**config.mk**
```make
export PLATFORM = sky130hd
export DESIGN_NAME = uart_cmd_ctrl
export DESIGN_NICKNAME = d
export VERILOG_FILES = /design/src/rtl/uart_cmd_ctrl_pkg.sv /design/src/rtl/uart_word_serializer.sv /design/src/rtl/uart_cmd_ctrl.sv
export SDC_FILE = /design/constraint.sdc
export NUM_CORES = 1
export LEC_CHECK = 0
export CAP_MARGIN = 20
export CORE_UTILIZATION = 47
export CTS_BUF_LIST = sky130_fd_sc_hd__clkbuf_8
export CTS_CLUSTER_DIAMETER = 80
export DETAILED_ROUTE_END_ITERATION = 10
export PLACE_DENSITY = 0.74
export SLEW_MARGIN = 10
export SYNTH_ARGS = -nofsm -noshare
export SYNTH_HDL_FRONTEND = slang
export SYNTH_HIERARCHICAL = 1
export SYNTH_SLANG_ARGS = --single-unit
```
**constraint.sdc**
```tcl
create_clock -name clk -period 2.4 [get_ports clk]
set_clock_uncertainty 0.15 [all_clocks]
set_input_delay 0.72 -clock clk [delete_from_list [all_inputs] [get_ports clk]]
set_output_delay 0.72 -clock clk [all_outputs]
set_load 0.03 [all_outputs]
```
**src/rtl/uart_cmd_ctrl_pkg.sv**
```systemverilog
`default_nettype none
// ============================================================================
// Module      : uart_cmd_ctrl_pkg
// Description : Shared definitions for the UART command controller: command
//               codes, FSM state encoding and the default PING reply byte.
// Revision    : 1.0 - initial release
// ============================================================================
package uart_cmd_ctrl_pkg;

    localparam logic [7:0] CMD_SEND_WORD      = 8'h01;
    localparam logic [7:0] CMD_PING           = 8'h02;
    localparam logic [7:0] PING_REPLY_DEFAULT = 8'hA5;

    typedef enum logic [2:0] {
        IDLE      = 3'd0,
        FETCH     = 3'd1,
        DECODE    = 3'd2,
        LOAD      = 3'd3,
        WAIT_DONE = 3'd4
    } state_t;

endpackage
`default_nettype wire

```
**src/rtl/uart_word_serializer.sv**
```systemverilog
`default_nettype none
// ============================================================================
// Module      : uart_word_serializer
// Description : Shift register and byte counter for the outgoing word. A
//               load captures a whole word plus the index of its last byte;
//               each shift moves the next byte into the low position.
// Ports       : clk, reset      - clock, async active-high reset
//               load, load_data - capture a new word (byte 0 sent first)
//               load_last       - index of the last byte of that word
//               shift           - advance to the next byte
//               next_low        - low byte as it will be after this edge
//               last            - current byte is the final one
// Revision    : 1.0 - initial release
// ============================================================================
module uart_word_serializer
    import uart_cmd_ctrl_pkg::*;
#(
    parameter int WORD_BYTES = 4,
    parameter int CNT_W      = 2
) (
    input  logic                    clk,
    input  logic                    reset,
    input  logic                    load,
    input  logic [8*WORD_BYTES-1:0] load_data,
    input  logic [CNT_W-1:0]        load_last,
    input  logic                    shift,
    output logic [7:0]              next_low,
    output logic                    last
);

    logic [8*WORD_BYTES-1:0] r_shift_reg;
    logic [CNT_W-1:0]        r_byte_cnt;
    logic [CNT_W-1:0]        r_last_idx;

    always_ff @(posedge clk or posedge reset) begin
        if (reset) begin
            r_shift_reg <= '0;
            r_byte_cnt  <= '0;
            r_last_idx  <= '0;
        end else if (load) begin
            r_shift_reg <= load_data;
            r_byte_cnt  <= '0;
            r_last_idx  <= load_last;
        end else if (shift) begin
            r_shift_reg <= r_shift_reg >> 8;
            r_byte_cnt  <= r_byte_cnt + CNT_W'(1);
        end
    end

    // Look-ahead byte lets the controller register tx_data on the same edge
    // that loads or shifts this register, so tx_data is valid with tx_start.
    assign next_low = load  ? load_data[7:0]
                    : shift ? 8'(r_shift_reg >> 8)
                    :         r_shift_reg[7:0];

    assign last = (r_byte_cnt == r_last_idx);

endmodule
`default_nettype wire

```
**src/rtl/uart_cmd_ctrl.sv**
```systemverilog
`default_nettype none
// ============================================================================
// Module      : uart_cmd_ctrl
// Description : Command controller between a UART RX FIFO and a UART
//               transmitter. Pops one command byte, then either sends a word
//               (LSB first), replies to PING, or flags an unknown command.
//               Every transmitted byte waits for tx_done, bounded by a
//               timeout. All outputs are registered.
// Ports       : clk, reset               - clock, async active-high reset
//               rx_available, rx_data    - RX FIFO status and head byte
//               rx_read                  - one-cycle FIFO pop
//               tx_data, tx_start        - byte and start pulse to the TX
//               tx_done                  - end-of-byte pulse from the TX
//               word_in, word_capture    - reported word and its latch pulse
//               busy                     - controller not in IDLE
//               cmd_error, tx_timeout    - error pulses
// Revision    : 1.0 - initial release
// ============================================================================
module uart_cmd_ctrl
    import uart_cmd_ctrl_pkg::*;
#(
    parameter int         WORD_BYTES = 4,
    parameter int         TX_TIMEOUT = 200000,
    parameter logic [7:0] PING_REPLY = PING_REPLY_DEFAULT
) (
    input  logic                    clk,
    input  logic                    reset,
    input  logic                    rx_available,
    input  logic [7:0]              rx_data,
    output logic                    rx_read,
    output logic [7:0]              tx_data,
    output logic                    tx_start,
    input  logic                    tx_done,
    input  logic [8*WORD_BYTES-1:0] word_in,
    output logic                    word_capture,
    output logic                    busy,
    output logic                    cmd_error,
    output logic                    tx_timeout
);

    localparam int CNT_W = (WORD_BYTES > 1) ? $clog2(WORD_BYTES) : 1;
    localparam int TO_W  = $clog2(TX_TIMEOUT);

    localparam logic [CNT_W-1:0] c_LAST_IDX = CNT_W'(WORD_BYTES - 1);
    // Abort is decided on the edge where the counter steps to TX_TIMEOUT-1,
    // which puts the tx_timeout pulse exactly TX_TIMEOUT cycles after tx_start.
    localparam logic [TO_W-1:0]  c_TO_HIT   = TO_W'(TX_TIMEOUT - 2);

    state_t                  r_state;
    state_t                  w_next_state;
    logic [7:0]              r_cmd;
    logic [TO_W-1:0]         r_to_cnt;

    logic                    r_rx_read;
    logic                    r_tx_start;
    logic [7:0]              r_tx_data;
    logic                    r_word_capture;
    logic                    r_busy;
    logic                    r_cmd_error;
    logic                    r_tx_timeout;

    logic                    w_ser_load;
    logic                    w_ser_shift;
    logic [8*WORD_BYTES-1:0] w_load_data;
    logic [CNT_W-1:0]        w_load_last;
    logic [7:0]              w_next_low;
    logic                    w_ser_last;
    logic                    w_word_capture;
    logic                    w_cmd_error;
    logic                    w_timeout;

    uart_word_serializer #(
        .WORD_BYTES (WORD_BYTES),
        .CNT_W      (CNT_W)
    ) u_serializer (
        .clk       (clk),
        .reset     (reset),
        .load      (w_ser_load),
        .load_data (w_load_data),
        .load_last (w_load_last),
        .shift     (w_ser_shift),
        .next_low  (w_next_low),
        .last      (w_ser_last)
    );

    // ------------------------------------------------------------------
    // Next-state and per-cycle control decode
    // ------------------------------------------------------------------
    always_comb begin
        w_next_state   = r_state;
        w_ser_load     = 1'b0;
        w_ser_shift    = 1'b0;
        w_load_data    = '0;
        w_load_last    = '0;
        w_word_capture = 1'b0;
        w_cmd_error    = 1'b0;
        w_timeout      = 1'b0;

        case (r_state)
            IDLE: begin
                if (rx_available) begin
                    w_next_state = FETCH;
                end
            end
            FETCH: begin
                w_next_state = DECODE;
            end
            DECODE: begin
                if (r_cmd == CMD_SEND_WORD) begin
                    w_ser_load     = 1'b1;
                    w_load_data    = word_in;
                    w_load_last    = c_LAST_IDX;
                    w_word_capture = 1'b1;
                    w_next_state   = LOAD;
                end else if (r_cmd == CMD_PING) begin
                    w_ser_load       = 1'b1;
                    w_load_data[7:0] = PING_REPLY;
                    w_load_last      = '0;
                    w_next_state     = LOAD;
                end else begin
                    w_cmd_error  = 1'b1;
                    w_next_state = IDLE;
                end
            end
            LOAD: begin
                // tx_done is deliberately not looked at here
                w_next_state = WAIT_DONE;
            end
            WAIT_DONE: begin
                if (tx_done) begin
                    if (w_ser_last) begin
                        w_next_state = IDLE;
                    end else begin
                        w_ser_shift  = 1'b1;
                        w_next_state = LOAD;
                    end
                end else if (r_to_cnt == c_TO_HIT) begin
                    w_timeout    = 1'b1;
                    w_next_state = IDLE;
                end
            end
            default: begin
                w_next_state = IDLE;
            end
        endcase
    end

    // ------------------------------------------------------------------
    // State and registered outputs (decoded from the next state so each
    // pulse lines up with the state it belongs to)
    // ------------------------------------------------------------------
    always_ff @(posedge clk or posedge reset) begin
        if (reset) begin
            r_state        <= IDLE;
            r_cmd          <= 8'h00;
            r_to_cnt       <= '0;
            r_rx_read      <= 1'b0;
            r_tx_start     <= 1'b0;
            r_tx_data      <= 8'h00;
            r_word_capture <= 1'b0;
            r_busy         <= 1'b0;
            r_cmd_error    <= 1'b0;
            r_tx_timeout   <= 1'b0;
        end else begin
            r_state        <= w_next_state;
            r_rx_read      <= (w_next_state == FETCH);
            r_tx_start     <= (w_next_state == LOAD);
            r_busy         <= (w_next_state != IDLE);
            r_word_capture <= w_word_capture;
            r_cmd_error    <= w_cmd_error;
            r_tx_timeout   <= w_timeout;

            if (r_state == FETCH) begin
                r_cmd <= rx_data;
            end

            if (w_next_state == LOAD) begin
                r_tx_data <= w_next_low;
            end

            if (r_state == LOAD) begin
                r_to_cnt <= '0;
            end else if (r_state == WAIT_DONE) begin
                r_to_cnt <= r_to_cnt + TO_W'(1);
            end
        end
    end

    assign rx_read      = r_rx_read;
    assign tx_start     = r_tx_start;
    assign tx_data      = r_tx_data;
    assign word_capture = r_word_capture;
    assign busy         = r_busy;
    assign cmd_error    = r_cmd_error;
    assign tx_timeout   = r_tx_timeout;

endmodule
`default_nettype wire

```
==> results of run 1 <==
==> final timing paths <==
path / slack, ns / end
worst min-delay path: 0.35 / r_to_cnt[17]$_DFFE_PP0P_
worst max-delay path: 0.11 / tx_data[2]
worst max register to register: 0.18 / tx_data[0]$_DFFE_PP0N_
worst min register to register: 0.35 / r_to_cnt[17]$_DFFE_PP0P_
min in group asynchronous: 0.48 / tx_timeout$_DFF_PP0_
max in group asynchronous: 1.12 / u_serializer/r_shift_reg[21]$_DFFE_PP0P_
==> stage by stage <==
step | setup WS [ns] | cell area, um2 | setup TNS (ns)
finish | 0.108 | 4720 | 0
global route | 0.0601 | 4720 | 0
CTS | 0.0861 | 4720 | 0
detailed placement | -0.143 | 4530 | -2.34
global placement | -0.123 | 4530 | -2.01
floorplan | 0.0892 | 3770 | 0
==> cells in the final DEF, fill, tap and decap left out, types with 9 or more instances in the layout <==
cell and count:
and2_1 31, buf_4 17, clkbuf_8 10, clkdlybuf4s50_1 57, dfrtp_1 79, mux2_2 18, mux2i_1 31, nand2_1 40
nand3_1 9, o21ai_0 31, o21ai_1 10
==> layout make-up <==
| type | instances | area (um2) |
|---|---|---|
| tap | 102 | 128 |
| fill | 636 | 3010 |
| clock inverter | 6 | 52.6 |
| multi-input combinational | 242 | 1670 |
| timing repair buffer | 76 | 738 |
| sequential | 79 | 1980 |
| clock buffer | 10 | 138 |
| inverter | 4 | 15.0 |
==> power groups by stage <==
stage / sequential [mW] / combinational (mW) / clock (mW)
3_3_place_gp: 1.59 / 0.687 / 0
4_1_cts: 1.57 / 0.716 / 0.975
6_report: 1.57 / 0.709 / 0.960
2_1_floorplan: 1.64 / 0.382 / 0
5_1_grt: 1.60 / 0.768 / 1.04
3_5_place_dp: 1.60 / 0.715 / 0
==> cells by family (layout without fill, tap and decap cells) <==
group / count (synthesis) / after routing / synth area share, %
xor gates and xnor gates: 4 / 4 / 0.929
and+or+nand+nor: 121 / 121 / 18.2
AOI/OAI and AO/OA: 66 / 66 / 10.7
DFF: 79 / 79 / 52.4
buffers and inverters: 22 / 96 / 3.51
muxes: 49 / 49 / 13.6
adders and majority gates: 2 / 2 / 0.663
==> per-layer routing <==
| metal | vias to the layer above | part of all wire, % | track usage (%) |
|---|---|---|---|
| met5 | - | 0 | 0 |
| met4 | 0 | 0.81 | 6.75 |
| met3 | 4 | 3.6 | 4.19 |
| met2 | 67 | 48 | 29.8 |
| met1 | 1339 | 48 | 28.5 |
| li1 | 1352 | - | - |
==> impl_metrics.py, run 1 <==
metrics = {
    "status": {
        "outcome": "finished clean",
    },
    "yosys": {
        "synthTopCellsByCount": "79 x dfrtp_1, 40 x nand2_1, 31 x and2_1, 31 x mux2i_1, 31 x o21ai_0",
        "synth_area_um2": 3770,
        "async_reset_ff_share_pct": 100,
        "synth_cells": 343,
        "post-synth-top-area-fraction_pct": 52.4,
        "ys_types": 48,
        "synthFlopType": "dfrtp_1",
        "yosys.cell_count.top_type": "dfrtp_1",
        "synth_top_cell_by_area": "dfrtp_1",
        "synth_area_leaders": "dfrtp_1 52%, mux2i_1 8.2%, mux2_2 5.4%, and2_1 5.1%, o21ai_0 4.1%",
        "synth_nets": 389,
        "syn_area_per_cell_um2": 11.0,
        "synth_edf_count": 0,
        "seq_area_frac_synth_pct": 52.4,
        "ys.warnings.count": 6,
        "ys_seq_elements": 79,
    },
    "clocking": {
        "cts_root_buffer": "clkbuf_8",
        "cts-buffers-inserted": 9,
        "cts_hold_buf": 0,
        "cts_tree": "built",
        "cts_resized": 0,
        "htree_levels": 3,
        "cts_setup_buffers": 0,
        "cts.sinks": 79,
        "insertion_delay_ns": 0.35,
        "path_clk_slew_ns": 0.08,
        "clockBufferDepth": 2,
    },
    "pwr": {
        "p_sw_share_pct": 27.8,
        "power.density_nw_per_um2": 687,
        "irDropWorstVdd_mv": 0.309,
        "leakage_nw": 2.09,
        "internal_power_mw": 2.34,
        "p_seq_share_pct": 48.5,
        "total_power_mw": 3.24,
        "clkPwrFrac_pct": 29.6,
        "comb_power_share_pct": 21.9,
        "p_switching_uw": 900,
    },
    "routing": {
        "routedWlPerCell_um": 14.8,
        "vias": 2762,
        "drt_drc_violations_left": 0,
        "dr.pass1.iters": 4,
        "routed_wl_um": 7670,
        "vias_per_cell": 5.32,
        "drt_iter0_drc": 199,
        "detail-route-antenna-nets": 0,
    },
    "sta": {
        "max_freq_mhz": 436,
        "rsz0062_at_grt": "false",
        "whs_ns": 0.352,
        "fin_crit_ns": 2.29,
        "maxSlewHeadroom_pct": 55.1,
        "hold_viol_final": 0,
        "drv_slew": 0,
        "setup_violations": 0,
        "worst_pin_slew_ns": 0.671,
        "timing.final.crit_share_pct": 95.5,
    },
    "setup_path": {
        "crit_chain": "clkdlybuf4s50_1",
        "crit_required_ns": 1.53,
        "regToRegStartpoint": "r_state[0]$_DFF_PP0_",
        "startpoint": "tx_data[2]$_DFFE_PP0N_",
        "worstSetupPathType": "flop to output pin",
        "critPathSlowestCell": "clkdlybuf4s50_1",
        "cpPeakStageDelay_ns": 0.68,
        "crit_arrival_ns": 1.42,
        "path_max_fanout": 2,
        "critPathTopFamily": "buffers and inverters",
        "r2r_cells": 5,
        "endpoint_kind": "output pin",
        "worst-path-buf-inv": 1,
        "start_kind": "flop",
        "path_depth": 1,
    },
    "global_route": {
        "grt_max_degree": 39,
        "grt_usage_pct": 19.8,
        "grt_pass1_wl_um": 12900,
        "grt_pass1_vias": 2655,
        "grt_overflow": 0,
        "antenna_found_initial": 0,
    },
    "final_layout": {
        "finalNetCount": 458,
        "final_util_pct": 61.1,
        "drive_gt1_share_pct": 14.6,
        "stdcell_count": 519,
        "area_growth_pct": 25.1,
        "diodes": 0,
        "largest_register_ffs": 32,
    },
    "min_path": {
        "hold_path_class": "flop to flop",
        "whs_path_depth": 1,
        "hold_start": "r_to_cnt[17]$_DFFE_PP0P_",
    },
    "die": {
        "core_um2": 7730,
        "die_w_um": 91.6,
        "design.die.area_um2": 8390,
        "ioPinCount": 58,
        "die_y_um": 91.6,
        "fp-row-count": 32,
        "start_util_pct": 48.8,
    },
    "place": {
        "gp_congestion": 0.820,
        "port_buffers": 57,
        "place_inst": 503,
        "place_hpwl_um": 5450,
    },
    "run": {
        "cap_violations": 0,
    },
}
(Power assumes the default switching activity.)
==> inputs of run 2 (changes only) <==
PLACE_DENSITY = 0.75   (was 0.74)
SYNTH_HIERARCHICAL = unset   (was 1)
==> impl_metrics.py, run 2 <==
metrics = {
    "setup_path": {
        "r2r_cells": 4,
        "path_max_fanout": 2,
        "critPathTopFamily": "buffers and inverters",
        "regToRegStartpoint": "r_state[0]$_DFF_PP0_",
        "crit_required_ns": 1.53,
        "rrSetupSlack_ns": 0.39,
        "crit_chain": "clkdlybuf4s50_1",
        "start_kind": "flop",
        "cpPeakStageDelay_ns": 0.69,
        "worst-path-buf-inv": 1,
        "path_depth": 1,
        "endpoint_kind": "output pin",
        "r2r_end": "r_to_cnt[9]$_DFFE_PP0P_",
        "crit_arrival_ns": 1.41,
        "critPathSlowestCell": "clkdlybuf4s50_1",
        "worstSetupPathType": "flop to output pin",
    },
    "clocking": {
        "cts_resized": 0,
        "cts_hold_buf": 0,
        "cts_setup_buffers": 0,
        "cts-buffers-inserted": 9,
        "cts_root_buffer": "clkbuf_8",
        "path_clk_slew_ns": 0.07,
        "insertion_delay_ns": 0.33,
        "cts_tree": "built",
        "clockBufferDepth": 2,
        "cts.sinks": 70,
        "htree_levels": 3,
    },
    "place": {
        "place_inst": 431,
        "place_hpwl_um": 4620,
        "gp_congestion": 0.862,
        "port_buffers": 57,
        "pre_cts_slack_ns": 0.125,
    },
    "final_layout": {
        "area_growth_pct": 25.6,
        "largest_register_ffs": 24,
        "stdcell_count": 447,
        "regArea_um2": 1750,
        "diodes": 0,
        "multi_input_area_um2": 1450,
        "finalNetCount": 392,
        "drive_gt1_share_pct": 16.8,
        "final_util_pct": 61.4,
        "final_common_cell": "dfrtp_1",
        "nFillCells": 569,
        "layout_common_cells": "70 x dfrtp_1, 57 x clkdlybuf4s50_1, 45 x nand2_1",
    },
    "global_route": {
        "grt_usage_pct": 19.7,
        "grt_overflow": 0,
        "antenna_found_initial": 0,
        "grt_max_degree": 50,
        "grt_pass1_vias": 2342,
        "grt_pass1_wl_um": 11300,
    },
    "yosys": {
        "synth_top_cell_by_area": "dfrtp_1",
        "synthFlopType": "dfrtp_1",
        "ys.warnings.count": 0,
        "synth_area_um2": 3320,
        "synth_area_leaders": "dfrtp_1 53%, a2bb2oi_2 6.8%, nand2_1 5.1%, o21ai_0 4.2%, mux2i_1 3.6%",
        "yosys.cell_count.top_type": "dfrtp_1",
        "async_reset_ff_share_pct": 100,
        "seq_area_frac_synth_pct": 52.8,
        "synthTopCellsByCount": "70 x dfrtp_1, 45 x nand2_1, 28 x o21ai_0",
        "syn_area_per_cell_um2": 11.6,
        "post-synth-top-area-fraction_pct": 52.8,
        "ys_types": 47,
        "synth_cells": 287,
        "synth_nets": 333,
        "synth_edf_count": 0,
        "ys_seq_elements": 70,
    },
    "sta": {
        "worst_pin_slew_ns": 0.651,
        "hold_viol_final": 0,
        "rsz0062_at_grt": "false",
        "fin_crit_ns": 2.28,
        "drv_slew": 0,
        "max_freq_mhz": 440,
        "setup_violations": 0,
        "maxSlewHeadroom_pct": 56.4,
        "layout_setup_ws_ns": 0.125,
        "fin_tns_setup_ns": 0,
        "timing.final.crit_share_pct": 94.8,
    },
    "routing": {
        "routed.top_layer": "met4",
        "detail-route-antenna-nets": 0,
        "vias": 2420,
        "drt_drc_violations_left": 0,
        "wl_met2_um": 3210,
        "dr.pass1.iters": 4,
        "routed_wl_um": 6590,
        "vias_per_cell": 5.41,
        "routedWlPerCell_um": 14.7,
        "routedLengthMet1_um": 3050,
        "drt_iter0_drc": 121,
        "wl_met3_um": 236,
    },
    "status": {
        "outcome": "finished clean",
    },
    "pwr": {
        "irDropWorstVdd_mv": 0.432,
        "total_power_mw": 3.88,
        "leakage_nw": 1.85,
        "power.density_nw_per_um2": 930,
    },
    "min_path": {
        "holdPathEnd": "r_to_cnt[17]$_DFFE_PP0P_",
        "hold_start": "r_to_cnt[17]$_DFFE_PP0P_",
        "whs_path_depth": 1,
        "hold_path_class": "flop to flop",
    },
    "die": {
        "design.die.area_um2": 7400,
        "fp-row-count": 30,
        "core_um2": 6790,
        "ioPinCount": 58,
        "die_w_um": 86.0,
        "start_util_pct": 48.9,
        "die_y_um": 86.0,
    },
    "run": {
        "cap_violations": 0,
    },
}
-- run 2: changes by cell type after synthesis, sizes merged, moves of 4 or more --
cell | before | now
mux2 | 18 | 8
buf | 11 | 5
mux2i | 31 | 12
o21ai | 41 | 28
a2bb2oi | 0 | 20
dfrtp | 79 | 70
and2 | 31 | 3
nor3 | 0 | 4
and3 | 1 | 6
nand2 | 40 | 45
-- run 2: report_power, final --
part | switching, mW | leakage [nW] | internal [mW]
Clock | 0.413 | 0.110 | 0.528
Sequential | 0.275 | 0.931 | 1.53
Combinational | 0.506 | 0.812 | 0.632
Total | 1.19 | 1.85 | 2.69
-- run 2: metrics by stage --
step                hold WS, ns  area, um2
global route              0.373       4170
finish                    0.342       4170
floorplan                 0.296       3320
CTS                       0.347       4170
detailed placement        0.338       3970
global placement          0.321       3970
-- run 2: per-layer routing --
metal | track usage (%) | up-vias
li1 | - | 1170
met1 | 26.4 | 1190
met2 | 31.2 | 53
met3 | 4.23 | 7
met4 | 8.03 | 0
met5 | 0 | -
-- run 2: logic make-up after synthesis --
logic type	Yosys count	share of synthesized area [%]
AND/OR/NAND/NOR	101	17.4
AO/OA/AOI/OAI	73	18.5
flip-flops	70	52.8
multiplexers	20	6.33
buffers and inverters	19	3.66
XOR/XNOR	2	0.528
adder cells (fa/ha/maj)	2	0.754
-- run 2: worst max path at each step --
| stage | start | to | slack (ns) |
|---|---|---|---|
| after floorplan | r_state[0]$_DFF_PP0_ | u_serializer.r_shift_reg[24]$_DFFE_PP0P_ | 0.60 |
| after global placement | tx_done | u_serializer.r_shift_reg[14]$_DFFE_PP0P_ | 0.08 |
| after detailed placement | tx_done | tx_data[1]$_DFFE_PP0N_ | 0.12 |
| after CTS | tx_data[5]$_DFFE_PP0N_ | tx_data[5] | 0.10 |
| after global routing | tx_data[5]$_DFFE_PP0N_ | tx_data[5] | 0.09 |
| final | tx_data[5]$_DFFE_PP0N_ | tx_data[5] | 0.12 |
-- run 2: final cells by class --
type	instances	share of cell area (%)
timing repair buffer	63	15.1
inverter	4	0.570
clock inverter	5	1.17
sequential	70	42.0
clock buffer	11	3.63
tap	96	2.88
multi-input combinational	198	34.7
==> inputs of run 3 (changes only) <==
CORE_ASPECT_RATIO = 0.9   (was unset)
CORE_MARGIN = 2   (was unset)
==> impl_metrics.py, run 3 (synthesis gave the netlist of run 2 again) <==
metrics = {
    "status": {
        "outcome": "finished clean",
    },
    "sta": {
        "drv_slew": 0,
        "fin_crit_ns": 2.26,
        "maxSlewHeadroom_pct": 56.5,
        "hold_viol_final": 0,
        "worst_pin_slew_ns": 0.650,
        "rsz0062_at_grt": "false",
        "fin_tns_setup_ns": 0,
        "max_freq_mhz": 442,
        "timing.final.crit_share_pct": 94.3,
        "layout_setup_ws_ns": 0.137,
        "setup_violations": 0,
    },
    "run": {
        "cap_violations": 0,
    },
    "die": {
        "start_util_pct": 47.9,
        "design.die.area_um2": 7750,
        "fp-row-count": 29,
        "die_w_um": 92.6,
        "core_um2": 6930,
        "ioPinCount": 58,
        "die_y_um": 83.7,
    },
    "global_route": {
        "grt_max_degree": 35,
        "antenna_found_initial": 0,
        "grt_overflow": 0,
        "grt_pass1_wl_um": 11600,
        "grt_usage_pct": 19.1,
        "grt_pass1_vias": 2421,
    },
    "clocking": {
        "htree_levels": 3,
        "cts_tree": "built",
        "cts_setup_buffers": 0,
        "cts_hold_buf": 0,
        "insertion_delay_ns": 0.34,
        "path_clk_slew_ns": 0.07,
        "cts-buffers-inserted": 9,
        "cts.sinks": 70,
        "cts_resized": 0,
        "clockBufferDepth": 2,
        "cts_root_buffer": "clkbuf_8",
    },
    "final_layout": {
        "final_common_cell": "dfrtp_1",
        "nFillCells": 556,
        "area_growth_pct": 27.0,
        "largest_register_ffs": 24,
        "finalNetCount": 392,
        "layout_common_cells": "70 x dfrtp_1, 57 x clkdlybuf4s50_1, 45 x nand2_1",
        "diodes": 0,
        "drive_gt1_share_pct": 16.9,
    },
    "setup_path": {
        "rrSetupSlack_ns": 0.35,
        "endpoint_kind": "output pin",
        "worst-path-buf-inv": 1,
        "regToRegStartpoint": "r_state[0]$_DFF_PP0_",
        "path_max_fanout": 2,
        "r2r_cells": 4,
        "start_kind": "flop",
        "worstSetupPathType": "flop to output pin",
        "crit_required_ns": 1.53,
        "crit_arrival_ns": 1.39,
        "critPathSlowestCell": "clkdlybuf4s50_1",
        "critPathTopFamily": "buffers and inverters",
        "cpPeakStageDelay_ns": 0.68,
        "crit_chain": "clkdlybuf4s50_1",
        "r2r_end": "r_to_cnt[9]$_DFFE_PP0P_",
    },
    "place": {
        "place_hpwl_um": 4800,
        "pre_cts_slack_ns": 0.156,
        "port_buffers": 57,
        "gp_congestion": 0.812,
    },
    "min_path": {
        "hold_start": "r_to_cnt[17]$_DFFE_PP0P_",
        "holdPathEnd": "r_to_cnt[17]$_DFFE_PP0P_",
        "whs_path_depth": 1,
        "hold_path_class": "flop to flop",
    },
    "routing": {
        "drt_drc_violations_left": 0,
        "detail-route-antenna-nets": 0,
        "dr.pass1.iters": 4,
        "drt_iter0_drc": 152,
        "routedWlPerCell_um": 15.3,
        "vias": 2428,
        "vias_per_cell": 5.48,
        "routed_wl_um": 6780,
    },
    "pwr": {
        "irDropWorstVdd_mv": 0.579,
        "power.density_nw_per_um2": 964,
        "leakage_nw": 1.86,
    },
}
[run 3: cell types whose count changed in the layout (fill, tap and decap cells not counted)]
cell and delta:
bufinv_16 +2, buf_12 +1, clkinv_4 +1, clkbuf_8 -2, clkinvlp_4 +1, buf_4 -1
clkinv_2 -2, inv_1 -1
[run 3: power by group]
part           leakage [nW]  switching (mW)  internal [mW]
Combinational         0.816           0.500          0.634
Sequential            0.931           0.284           1.52
Clock                 0.115           0.436          0.684
Total                  1.86            1.22           2.84
[run 3: layer usage]
layer	wire [um]	vias up	track usage, %
met5	0	-	0
li1	-	1171	-
met1	3250	1189	28.5
met2	3110	58	27.8
met4	100	0	7.73
met3	317	10	3.34
[run 3: how the worst max path moves through the flow]
stage                                 startpoint                                       end  slack (ns)  cells after the start
after CTS                 tx_data[5]$_DFFE_PP0N_                                tx_data[5]        0.11                      1
after global placement                   tx_done                    tx_data[3]$_DFFE_PP0N_        0.21                      5
final                     tx_data[5]$_DFFE_PP0N_                                tx_data[5]        0.14                      1
after detailed placement                 tx_done                    tx_data[3]$_DFFE_PP0N_        0.16                      5
after floorplan             r_state[0]$_DFF_PP0_  u_serializer.r_shift_reg[24]$_DFFE_PP0P_        0.60                      6
after global routing      tx_data[5]$_DFFE_PP0N_                                tx_data[5]        0.09                      1
[run 3: layout make-up]
type                    count  area (um2)  area share [%]
well taps                  93         116            2.76
clock buffers               9         124            2.94
inverters                   4        23.8           0.564
multi-input cells         198        1450            34.3
repair buffers             63         641            15.2
flip-flops and latches     70        1750            41.6
clock inverters             6         111            2.64
[run 3: stage by stage]
stage               total power [mW]  utilization, %  cells  cell area (um2)  hold slack [ns]
floorplan                       2.56               -    287             3320            0.296
global placement                2.92            57.4    428             3980            0.319
detailed placement              2.97            57.4    428             3980            0.331
CTS                             4.10            60.8    443             4210            0.340
global route                    4.28            60.8    443             4210            0.361
finish                          4.06            60.8    443             4210            0.343
